<file path="config.mk">
export PLATFORM = sky130hd
export DESIGN_NAME = prng_stream_source
export DESIGN_NICKNAME = d
export VERILOG_FILES = /design/src/rtl/prng_stream_source.sv
export SDC_FILE = /design/constraint.sdc
export NUM_CORES = 1
export LEC_CHECK = 0
export CAP_MARGIN = 20
export CELL_PAD_IN_SITES_DETAIL_PLACEMENT = 0
export CELL_PAD_IN_SITES_GLOBAL_PLACEMENT = 1
export CORE_MARGIN = 1.5
export CORE_UTILIZATION = 48
export CTS_BUF_LIST = sky130_fd_sc_hd__clkbuf_2 sky130_fd_sc_hd__clkbuf_4 sky130_fd_sc_hd__clkbuf_8
export DETAILED_ROUTE_END_ITERATION = 10
export GPL_ROUTABILITY_DRIVEN = 0
export GPL_TIMING_DRIVEN = 0
export MAX_ROUTING_LAYER = met4
export PLACE_DENSITY = 0.78
export SLEW_MARGIN = 20
export SYNTH_ARGS = -nofsm -noshare
export SYNTH_HDL_FRONTEND = slang
export SYNTH_SLANG_ARGS = --single-unit
</file>
<file path="constraint.sdc">
create_clock -name clk -period 4.2 [get_ports clk]
set_input_delay 0.84 -clock clk [delete_from_list [all_inputs] [get_ports clk]]
set_output_delay 0.84 -clock clk [all_outputs]
set_load 0.05 [all_outputs]
</file>
<file path="src/rtl/prng_stream_source.sv">
// Galois-LFSR word generator with single/burst/continuous run modes, feeding a
// first-word-fall-through FIFO with a valid/ready output stream.
module prng_stream_source #(
    parameter int unsigned LFSR_WIDTH = 8,
    parameter logic [LFSR_WIDTH-1:0] LFSR_TAPS = 8'hB8,
    parameter logic [LFSR_WIDTH-1:0] LFSR_SEED = {{(LFSR_WIDTH-1){1'b0}}, 1'b1},
    parameter int unsigned WORD_WIDTH = 4,
    parameter int unsigned FIFO_DEPTH = 16,
    parameter int unsigned BURST_WIDTH = 8
) (
    input  logic                            clk,
    input  logic                            reset,
    input  logic [1:0]                      mode,
    input  logic                            start,
    input  logic                            stop,
    input  logic [BURST_WIDTH-1:0]          burst_len,
    input  logic                            reseed,
    input  logic [LFSR_WIDTH-1:0]           seed_in,
    output logic [WORD_WIDTH-1:0]           data_out,
    output logic                            data_valid,
    input  logic                            data_ready,
    output logic                            busy,
    output logic                            full,
    output logic                            empty,
    output logic [$clog2(FIFO_DEPTH):0]     fill_level,
    output logic [15:0]                     words_generated
);

    localparam int unsigned PTR_W = $clog2(FIFO_DEPTH);
    localparam int unsigned CNT_W = PTR_W + 1;
    localparam logic [LFSR_WIDTH-1:0] LFSR_ONE = {{(LFSR_WIDTH-1){1'b0}}, 1'b1};
    localparam logic [LFSR_WIDTH-1:0] SEED_RESET = (LFSR_SEED == '0) ? LFSR_ONE : LFSR_SEED;
    localparam logic [BURST_WIDTH-1:0] BURST_ONE = {{(BURST_WIDTH-1){1'b0}}, 1'b1};

    typedef enum logic [1:0] {
        IDLE = 2'd0,
        GEN  = 2'd1,
        HOLD = 2'd2
    } state_t;

    state_t state, state_next;

    logic [LFSR_WIDTH-1:0]  lfsr;
    logic [LFSR_WIDTH-1:0]  lfsr_stepped;
    logic [LFSR_WIDTH-1:0]  seed_clean;
    logic [WORD_WIDTH-1:0]  word;

    logic                   continuous;
    logic [BURST_WIDTH-1:0] remaining;
    logic [BURST_WIDTH-1:0] burst_clean;

    logic                   push;
    logic                   pop;
    logic                   do_reseed;
    logic                   do_start;

    logic [WORD_WIDTH-1:0]  mem [FIFO_DEPTH];
    logic [PTR_W-1:0]       wr_ptr;
    logic [PTR_W-1:0]       rd_ptr;
    logic [CNT_W-1:0]       count;

    // Advance WORD_WIDTH Galois steps; word bit i is the bit shifted out on step i.
    always_comb begin
        logic [LFSR_WIDTH-1:0] s;
        s    = lfsr;
        word = '0;
        for (int unsigned i = 0; i < WORD_WIDTH; i++) begin
            word[i] = s[0];
            s = s[0] ? ((s >> 1) ^ LFSR_TAPS) : (s >> 1);
        end
        lfsr_stepped = s;
    end

    assign seed_clean  = (seed_in == '0) ? LFSR_ONE : seed_in;
    assign burst_clean = (burst_len == '0) ? BURST_ONE : burst_len;

    assign empty      = (count == '0);
    assign full       = (count == CNT_W'(FIFO_DEPTH));
    assign fill_level = count;
    assign data_valid = !empty;
    assign data_out   = empty ? '0 : mem[rd_ptr];
    assign pop        = data_valid && data_ready;
    assign busy       = (state != IDLE);

    always_comb begin
        state_next = state;
        push       = 1'b0;
        do_reseed  = 1'b0;
        do_start   = 1'b0;
        case (state)
            IDLE: begin
                if (reseed) begin
                    do_reseed = 1'b1;
                end else if (start) begin
                    do_start   = 1'b1;
                    state_next = GEN;
                end
            end
            GEN: begin
                if (stop) begin
                    state_next = IDLE;
                end else if (full && !pop) begin
                    state_next = HOLD;
                end else begin
                    push = 1'b1;
                    if (!continuous && remaining == BURST_ONE) begin
                        state_next = IDLE;
                    end
                end
            end
            HOLD: begin
                if (stop) begin
                    state_next = IDLE;
                end else if (!full) begin
                    state_next = GEN;
                end
            end
            default: state_next = IDLE;
        endcase
    end

    always_ff @(posedge clk or posedge reset) begin
        if (reset) begin
            state <= IDLE;
        end else begin
            state <= state_next;
        end
    end

    always_ff @(posedge clk or posedge reset) begin
        if (reset) begin
            lfsr            <= SEED_RESET;
            continuous      <= 1'b0;
            remaining       <= '0;
            words_generated <= '0;
        end else begin
            if (do_reseed) begin
                lfsr <= seed_clean;
            end else if (push) begin
                lfsr <= lfsr_stepped;
            end

            // mode 3 falls through to single-word behaviour
            if (do_start) begin
                continuous      <= (mode == 2'd2);
                remaining       <= (mode == 2'd1) ? burst_clean : BURST_ONE;
                words_generated <= '0;
            end else if (push) begin
                if (!continuous) begin
                    remaining <= remaining - BURST_ONE;
                end
                if (words_generated != 16'hFFFF) begin
                    words_generated <= words_generated + 16'd1;
                end
            end
        end
    end

    // Storage is not reset; the pointers and count alone define valid contents.
    always_ff @(posedge clk) begin
        if (push) begin
            mem[wr_ptr] <= word;
        end
    end

    always_ff @(posedge clk or posedge reset) begin
        if (reset) begin
            wr_ptr <= '0;
            rd_ptr <= '0;
            count  <= '0;
        end else begin
            if (push) begin
                wr_ptr <= wr_ptr + PTR_W'(1);
            end
            if (pop) begin
                rd_ptr <= rd_ptr + PTR_W'(1);
            end
            case ({push, pop})
                2'b10:   count <= count + CNT_W'(1);
                2'b01:   count <= count - CNT_W'(1);
                default: count <= count;
            endcase
        end
    end

endmodule

</file>
==> flow_results.xml <==
<?xml version="1.0" encoding="UTF-8"?>
<metrics>
  <group name="finish">
    <metric name="area_delta_synth_final" unit="%">16.4</metric>
    <metric name="layout.filler_cells" unit="">895</metric>
    <metric name="final_layout_size_suffix_gt1_share" unit="%">10.6</metric>
    <metric name="diodes" unit="">0</metric>
    <metric name="nets" unit="">521</metric>
  </group>
  <group name="synth">
    <metric name="synth_compound_gate_area_share" unit="%">7.94</metric>
    <metric name="synth_top_family_by_area" unit="">simple AND/OR/NAND/NOR gates</metric>
    <metric name="synth_largest_type_area_fraction" unit="%">35.6</metric>
    <metric name="postSynthRegisterBits" unit="">112</metric>
    <metric name="synthDistinctLibCells" unit="">55</metric>
    <metric name="synthXorXnorAreaFrac" unit="%">5.36</metric>
    <metric name="synth_seq_area_share" unit="%">57.9</metric>
    <metric name="number_of_flops_mapped_to_enable_cells_by_yosys" unit="">64</metric>
    <metric name="ys_top_cells_by_area" unit="">sky130_fd_sc_hd__edfxtp_1 (36%), sky130_fd_sc_hd__dfrtp_1 (22%), sky130_fd_sc_hd__mux4_2 (6.7%)</metric>
    <metric name="postSynthNetCount" unit="">458</metric>
    <metric name="synth-adder-area-share" unit="%">2.78</metric>
    <metric name="postSynth.topFlopCell" unit="">sky130_fd_sc_hd__edfxtp_1</metric>
    <metric name="synth.cell_area" unit="µm²">5390</metric>
    <metric name="post_synth_inst_count" unit="">422</metric>
    <metric name="synth_area_per_cell" unit="µm²">12.8</metric>
    <metric name="synth.yosys.warnings" unit="">0</metric>
    <metric name="synth.area.mux_share" unit="%">9.14</metric>
    <metric name="yosys.area_share.simple" unit="%">13.7</metric>
    <metric name="synth_async_sr_flop_share" unit="%">42.9</metric>
    <metric name="yosys.area.top_type" unit="">sky130_fd_sc_hd__edfxtp_1</metric>
  </group>
  <group name="power">
    <metric name="pwr_density_cell" unit="nW/µm²">654</metric>
    <metric name="cell_internal_pwr" unit="mW">2.43</metric>
    <metric name="power.switching_fraction" unit="%">40.7</metric>
    <metric name="report.power.total" unit="mW">4.11</metric>
    <metric name="p_switching" unit="mW">1.67</metric>
    <metric name="max-vdd-ir-drop" unit="V">0.000879</metric>
    <metric name="power.share.clock" unit="%">15.2</metric>
    <metric name="power.static_leakage" unit="nW">2.34</metric>
    <metric name="seq_power_share" unit="%">41.5</metric>
    <metric name="p_comb_share" unit="%">43.3</metric>
  </group>
  <group name="routing">
    <metric name="via_per_inst" unit="">5.65</metric>
    <metric name="totalWireLength" unit="µm">11300</metric>
    <metric name="drc_errors" unit="">0</metric>
    <metric name="detail_route.first_pass.iterations" unit="">4</metric>
    <metric name="vias" unit="">3558</metric>
    <metric name="wl_per_cell" unit="µm">17.9</metric>
    <metric name="drtIter0Drc" unit="">181</metric>
    <metric name="remaining_number_of_nets_flagged_by_the_antenna_check_after_routing" unit="">0</metric>
  </group>
  <group name="timing">
    <metric name="worstMarginPinSlew" unit="ns">0.738</metric>
    <metric name="layout_setup_ws" unit="ns">0.248</metric>
    <metric name="post-route-min-period" unit="ns">3.95</metric>
    <metric name="final-max-slew-violation-count" unit="">0</metric>
    <metric name="slew-limit-headroom" unit="%">50.8</metric>
    <metric name="rsz0062_at_grt" unit="">no</metric>
    <metric name="final-setup-viol-count" unit="">0</metric>
    <metric name="fin_setup_tns" unit="ns">0</metric>
    <metric name="worst_clock_skew_on_the_final_layout" unit="ns">0.0109</metric>
    <metric name="finalHoldViolCount" unit="">0</metric>
    <metric name="final_min_period_over_clock_period" unit="%">94.1</metric>
    <metric name="fmax" unit="MHz">253</metric>
  </group>
  <group name="worst_setup_path">
    <metric name="critical_path_buf_inv_count" unit="">3</metric>
    <metric name="master_of_the_slowest_instance_on_the_critical_path" unit="">sky130_fd_sc_hd__clkdlybuf4s50_1</metric>
    <metric name="critical_path.max_stage_delay" unit="ns">0.71</metric>
    <metric name="timing.reg2reg.worst_path_depth" unit="">15</metric>
    <metric name="crit_path_max_fanout" unit="">10</metric>
    <metric name="worst_setup_path_start_kind" unit="">register</metric>
    <metric name="critical_path_cell_count" unit="">6</metric>
    <metric name="cp.required" unit="ns">3.36</metric>
    <metric name="worstSetupPathType" unit="">reg -&gt; out</metric>
    <metric name="cells_traversed_along_the_worst_timing_path" unit="">clkbuf_1 &gt; clkbuf_1 &gt; mux4_2 &gt; mux2i_1 &gt; o22ai_1 &gt; clkdlybuf4s50_1</metric>
    <metric name="critical-path-top-delay-family" unit="">buffers and inverters</metric>
    <metric name="setup.worst_path.end_class" unit="">output port</metric>
    <metric name="cp_data_arrival_time" unit="ns">3.11</metric>
    <metric name="path_common_cell" unit="">sky130_fd_sc_hd__clkbuf_1</metric>
  </group>
  <group name="hold_path">
    <metric name="min_path_type" unit="">reg -&gt; reg</metric>
    <metric name="hold-path-cell-count" unit="">1</metric>
  </group>
  <group name="clocking">
    <metric name="ctsHoldBuffers" unit="">0</metric>
    <metric name="cts_setup_buffers" unit="">0</metric>
    <metric name="h-tree-depth" unit="">3</metric>
    <metric name="clkSlewWorstSetupHoldPaths" unit="ns">0.10</metric>
    <metric name="clk-insertion-delay-late" unit="ns">0.39</metric>
    <metric name="ctsLongestPathBuffers" unit="">2</metric>
    <metric name="clock_tree_from_tritoncts" unit="">yes</metric>
    <metric name="clock-root-buffer" unit="">sky130_fd_sc_hd__clkbuf_8</metric>
    <metric name="cts_made_buffers" unit="">9</metric>
    <metric name="resized_gates_after_cts" unit="">0</metric>
    <metric name="clock-sinks" unit="">112</metric>
  </group>
  <group name="place">
    <metric name="place_worst_setup_slack" unit="ns">0.239</metric>
    <metric name="buffer_ports.inserted" unit="">52</metric>
    <metric name="dp_hpwl" unit="µm">7870</metric>
  </group>
  <group name="run">
    <metric name="cap_violations" unit="">0</metric>
  </group>
  <group name="floorplan">
    <metric name="die_width" unit="µm">109</metric>
    <metric name="placement_rows" unit="">38</metric>
    <metric name="core_area" unit="µm²">10900</metric>
    <metric name="boundaryPins" unit="">53</metric>
    <metric name="fp.dieH" unit="µm">109</metric>
    <metric name="start_util" unit="%">49.5</metric>
    <metric name="die_area" unit="µm²">11900</metric>
  </group>
  <group name="global_route">
    <metric name="maximum_number_of_pins_on_one_net_before_global_route_repair" unit="">49</metric>
    <metric name="grt.overflow.total" unit="">0</metric>
    <metric name="global_route.usage.total" unit="%">21.9</metric>
    <metric name="antenna_found_initial" unit="">0</metric>
    <metric name="grt_first_pass_wirelength" unit="µm">19000</metric>
    <metric name="grt_pass1_vias" unit="">3682</metric>
  </group>
  <group name="run_status">
    <metric name="status" unit="">finished clean</metric>
  </group>
</metrics>
[routing by layer]
metal,global-route usage (%),vias up,share of wire (%)
li1,-,1696,-
met1,28.3,1780,46
met2,35.0,70,49
met3,3.71,12,3.4
met4,7.42,0,1.4
met5,-,-,0
[logic make-up (layout without fill, tap and decap cells)]
family / Yosys count / in the layout
xor+xnor: 33 / 33
compound gates: 60 / 60
mux: 29 / 29
flops: 112 / 112
buf+inv: 35 / 103
simple gates: 141 / 141
fa+ha+maj: 12 / 12
[power by group through the flow]
stage                     clock network [mW]  logic (mW)  registers (mW)
after global placement                     0        1.76            1.71
after detailed placement                   0        1.79            1.73
after floorplan                            0        1.24            1.77
final                                  0.625        1.78            1.70
after global routing                   0.687        1.95            1.75
after CTS                              0.640        1.80            1.71
[cells in the mapped netlist (all sizes together) (2+ instances only)]
library cell	number
mux2i	11
a22oi	2
nand2b	5
o21ai	8
a2111oi	3
clkbuf	12
dfrtp	47
inv	13
o211a	2
a21oi	16
a311oi	2
o21a	2
xnor2	23
and3	4
or4	2
o22ai	5
edfxtp	64
nand2	34
buf	9
mux2	2
nor3b	7
nand4	9
nor3	14
o311a	2
ha	12
nor4	7
a31oi	6
xor2	10
and2	7
mux4	16
nand3	12
nor2	32
a2bb2oi	2
and4	5
[flip-flops by register name, summed over array words and instances, names as in the netlist]
signal	flops
remaining	8
mem	64
rd_ptr	4
words_generated	16
wr_ptr	4
state	2
fill_level	5
lfsr	8
continuous	1
[stage by stage]
step | instance area [µm²] | instances | util [%] | hold WS [ns]
after global placement | 6090 | 614 | 55.9 | 0.485
after floorplan | 5390 | 422 | - | 0.458
after CTS | 6280 | 630 | 57.7 | 0.534
after global routing | 6280 | 630 | 57.7 | 0.557
final | 6280 | 630 | 57.7 | 0.518
after detailed placement | 6090 | 614 | 55.9 | 0.515
[cell type report]
type	instances	area (µm²)	area share, %
Buffer	21	116	1.85
Clock buffer	9	124	1.97
Clock inverter	7	63.8	1.02
Inverter	14	56.3	0.897
Multi-Input combinational cell	275	2100	33.4
Sequential cell	112	3120	49.8
Tap cell	140	175	2.79
Timing Repair Buffer	52	520	8.29
[cells in the final DEF, fill, tap and decap left out, types with 6 or more instances in the layout]
cell                               n
sky130_fd_sc_hd__edfxtp_1         64
sky130_fd_sc_hd__clkdlybuf4s50_1  52
sky130_fd_sc_hd__dfrtp_1          47
sky130_fd_sc_hd__nand2_1          34
sky130_fd_sc_hd__nor2_1           32
sky130_fd_sc_hd__xnor2_1          23
sky130_fd_sc_hd__a21oi_1          16
sky130_fd_sc_hd__mux4_2           16
sky130_fd_sc_hd__nor3_1           14
sky130_fd_sc_hd__clkbuf_1         12
sky130_fd_sc_hd__nand3_1          12
sky130_fd_sc_hd__inv_1            12
sky130_fd_sc_hd__ha_1             12
sky130_fd_sc_hd__mux2i_1          11
sky130_fd_sc_hd__xor2_1           10
sky130_fd_sc_hd__nand4_1           9
sky130_fd_sc_hd__clkbuf_8          9
sky130_fd_sc_hd__o21ai_0           8
sky130_fd_sc_hd__and2_1            7
sky130_fd_sc_hd__nor3b_1           6
sky130_fd_sc_hd__a31oi_1           6
sky130_fd_sc_hd__nor4_1            6
[worst reg2reg max path, stage by stage (launching register included)]
cell and delay (ns):
sky130_fd_sc_hd__dfrtp_1 0.41, sky130_fd_sc_hd__buf_6 0.14, sky130_fd_sc_hd__or4_4 0.53, sky130_fd_sc_hd__o21a_1 0.21
sky130_fd_sc_hd__buf_6 0.14, sky130_fd_sc_hd__clkinv_2 0.07, sky130_fd_sc_hd__buf_6 0.15, sky130_fd_sc_hd__buf_8 0.15
sky130_fd_sc_hd__ha_1 0.17, sky130_fd_sc_hd__clkbuf_1 0.33, sky130_fd_sc_hd__xor2_1 0.13, sky130_fd_sc_hd__ha_1 0.25
sky130_fd_sc_hd__o211a_1 0.24, sky130_fd_sc_hd__o31ai_1 0.24, sky130_fd_sc_hd__a31oi_1 0.09, sky130_fd_sc_hd__xor2_1 0.17
[final timing paths]
path | start | end | slack, ns
hold reg to reg | rd_ptr[3] | rd_ptr[3] | 0.52
hold / removal | rd_ptr[3] | rd_ptr[3] | 0.52
setup reg to reg | fill_level[1] | fill_level[4] | 0.67
max in group asynchronous | reset | words_generated[10] | 2.88
setup / recovery | rd_ptr[1] | data_out[2] | 0.25
min in group asynchronous | reset | remaining[5] | 0.89
Power figures use the tool's default switching activity.
==> variant (same settings) <==
Reset style: synchronous (`reset`), changed in 3 clocked blocks.
--- a/src/rtl/prng_stream_source.sv
+++ b/src/rtl/prng_stream_source.sv
@@ -119,7 +119,7 @@
         endcase
     end
 
-    always_ff @(posedge clk or posedge reset) begin
+    always_ff @(posedge clk) begin
         if (reset) begin
             state <= IDLE;
         end else begin
@@ -127,7 +127,7 @@
         end
     end
 
-    always_ff @(posedge clk or posedge reset) begin
+    always_ff @(posedge clk) begin
         if (reset) begin
             lfsr            <= SEED_RESET;
             continuous      <= 1'b0;
@@ -163,7 +163,7 @@
         end
     end
 
-    always_ff @(posedge clk or posedge reset) begin
+    always_ff @(posedge clk) begin
         if (reset) begin
             wr_ptr <= '0;
             rd_ptr <= '0;
Check against the original RTL: differs if reset is asserted again (counterexample within 4 cycles, from zero or initial values and one cycle with reset high); with reset held inactive, the same outputs for 4 cycles.
==> variant against the unedited design <==
Register-to-register slack improved by 0.30 ns; cell area rose by 1.6%; via count rose by 1.1%; wire length fell by 2.1%; setup slack got worse by 0.060 ns; sequential cell count rose by 4; area after synthesis fell by 1.7%; critical path type unchanged; highest routed layer unchanged.
Power is not compared: it rests on default switching activity, and its combinational part moved more than twofold at a synthesized area within 25%.
==> variant: results (changes against the unedited design) <==
- IO Port Bufs: 51 (-1.9%)
- Ant. Diodes: 0 (unchanged)
- CTS HTree Levels: 4 (+1)
- Syn avg cell area: 12.0 sq um (-6.4%)
- Worst Skew: 0.0119 ns (+0.000980 ns)
- Power Combinational: 0.676 mW
- Status: completed
- Sequential area share after synthesis: 0.559 (-0.0205)
- Largest regs: mem: 64 flops, words_generated: 16 flops
- Post-Layout Cell Count: 666 (+5.7%)
- Drt initial violations: 162 (-10%)
- Largest net degree at the start of global routing: 22 (-55%)
- Post-DP Area: 0.00599 sq mm (-1.7%)
- R2R Path Start: fill_level[1]
- GRT Overall Usage: 0.213 (-0.00573)
- Synth unique cells: 53 (-3.6%)
- Skew-Pair Late Insertion Delay: 0.43 ns (+0.04 ns)
- Cells after DPL: 634 (+3.3%)
- First-pass GRT wire length: 17800 um (-6.3%)
- VDD IR max: 0.261 mV
- Worst reg2reg path depth: 13 (-2)
- DP Worst Slack: 0.259 ns (+0.0197 ns)
- Post-synth top cells: edfxtp_1 (64), nor2_1 (54), dfxtp_1 (52), nand2_1 (33), xnor2_1 (24)
- GR Util met1: 0.249 (-0.0339)
- Met3 Use GR: 0.0506 (+0.0136)
- Final layout net count: 549 (+5.4%)
- Switching Share: 0.310
- Post-CTS Setup Inserts: 0 (unchanged)
- Vias: 3597 (+1.1%)
- Area contributors post-synth: edfxtp_1 (36%), dfxtp_1 (20%), mux4_2 (6.8%)
- Clk slew on worst S/H paths: 0.07 ns (-0.03 ns)
- Post-synth EDFFs: 64 (unchanged)
- CTS buffer count: 17 (+8)
- WL/cell: 16.6 um (-7.4%)
- Vias in the first global route: 3559 (-3.3%)
- Hold Path Depth: 2 (+1)
- Clk pwr share: 0.340
- Hold_sp: lfsr[7]
- Maximum buffer depth of the clock tree: 2 (unchanged)
- Grt met2 use: 0.358 (+0.00759)
- CP Data Arrival Time: 3.17 ns (+0.06 ns)
- Post-synth net total: 479 (+4.6%)
- Slew headroom: 0.448 (-0.0603)
- Final HPWL DP: 8000 um (+1.6%)
- Layout cells sized above 1: 0.137 (+0.0308)
- Async set or reset register ratio after synthesis: 0 (-0.429)
## variant: cell types whose count changed in the layout (fill, tap and decap cells not counted), moves of 5 or more
cell and change:
dfrtp_1 -47, clkbuf_8 +8, nor4_2 +8, dfxtp_1 +52
nor2_1 +22, and2_1 -5, a211oi_1 +7
## variant: worst paths after layout
check | endpoint | slack (ns)
max | data_out[1] | 0.19
min | lfsr[7] | 0.50
max reg2reg | fill_level[4] | 0.97
min reg2reg | lfsr[7] | 0.50
## variant: per-layer routing
layer | part of all wire | up-vias
li1 | - | 1791
met1 | 0.44 | 1709
met2 | 0.51 | 83
met3 | 0.034 | 14
met4 | 0.013 | 0
met5 | 0 | -
## variant: worst reg2reg max path, cell delays in order, from the launching register on
cell      delay (ns)
dfxtp_1         0.31
clkbuf_1        0.21
nor4_4          0.48
a21oi_4         0.15
inv_2           0.10
buf_2           0.25
ha_1            0.37
xor2_1          0.13
ha_1            0.22
a211o_1         0.27
a21oi_1         0.14
a221oi_1        0.07
or3_1           0.32
a21oi_1         0.15
## variant: kinds of logic (layout without fill, tap and decap cells)
| logic type | after synthesis | count (layout) | share of synthesized area |
|---|---|---|---|
| simple gates | 162 | 162 | 0.164 |
| flops | 116 | 116 | 0.559 |
| compound gates | 54 | 54 | 0.0699 |
| xor+xnor | 37 | 37 | 0.0611 |
| buf+inv | 35 | 118 | 0.0286 |
| mux | 27 | 27 | 0.0888 |
| fa+ha+maj | 12 | 12 | 0.0283 |
## variant: layout make-up
class	instances	area (sq um)
sequential	116	2960
clock buffer	18	241
clock inverter	14	153
fill	918	4410
multi-input combinational	292	2190
timing repair buffer	51	510
tap	140	175
inverter	13	48.8
buffer	22	103
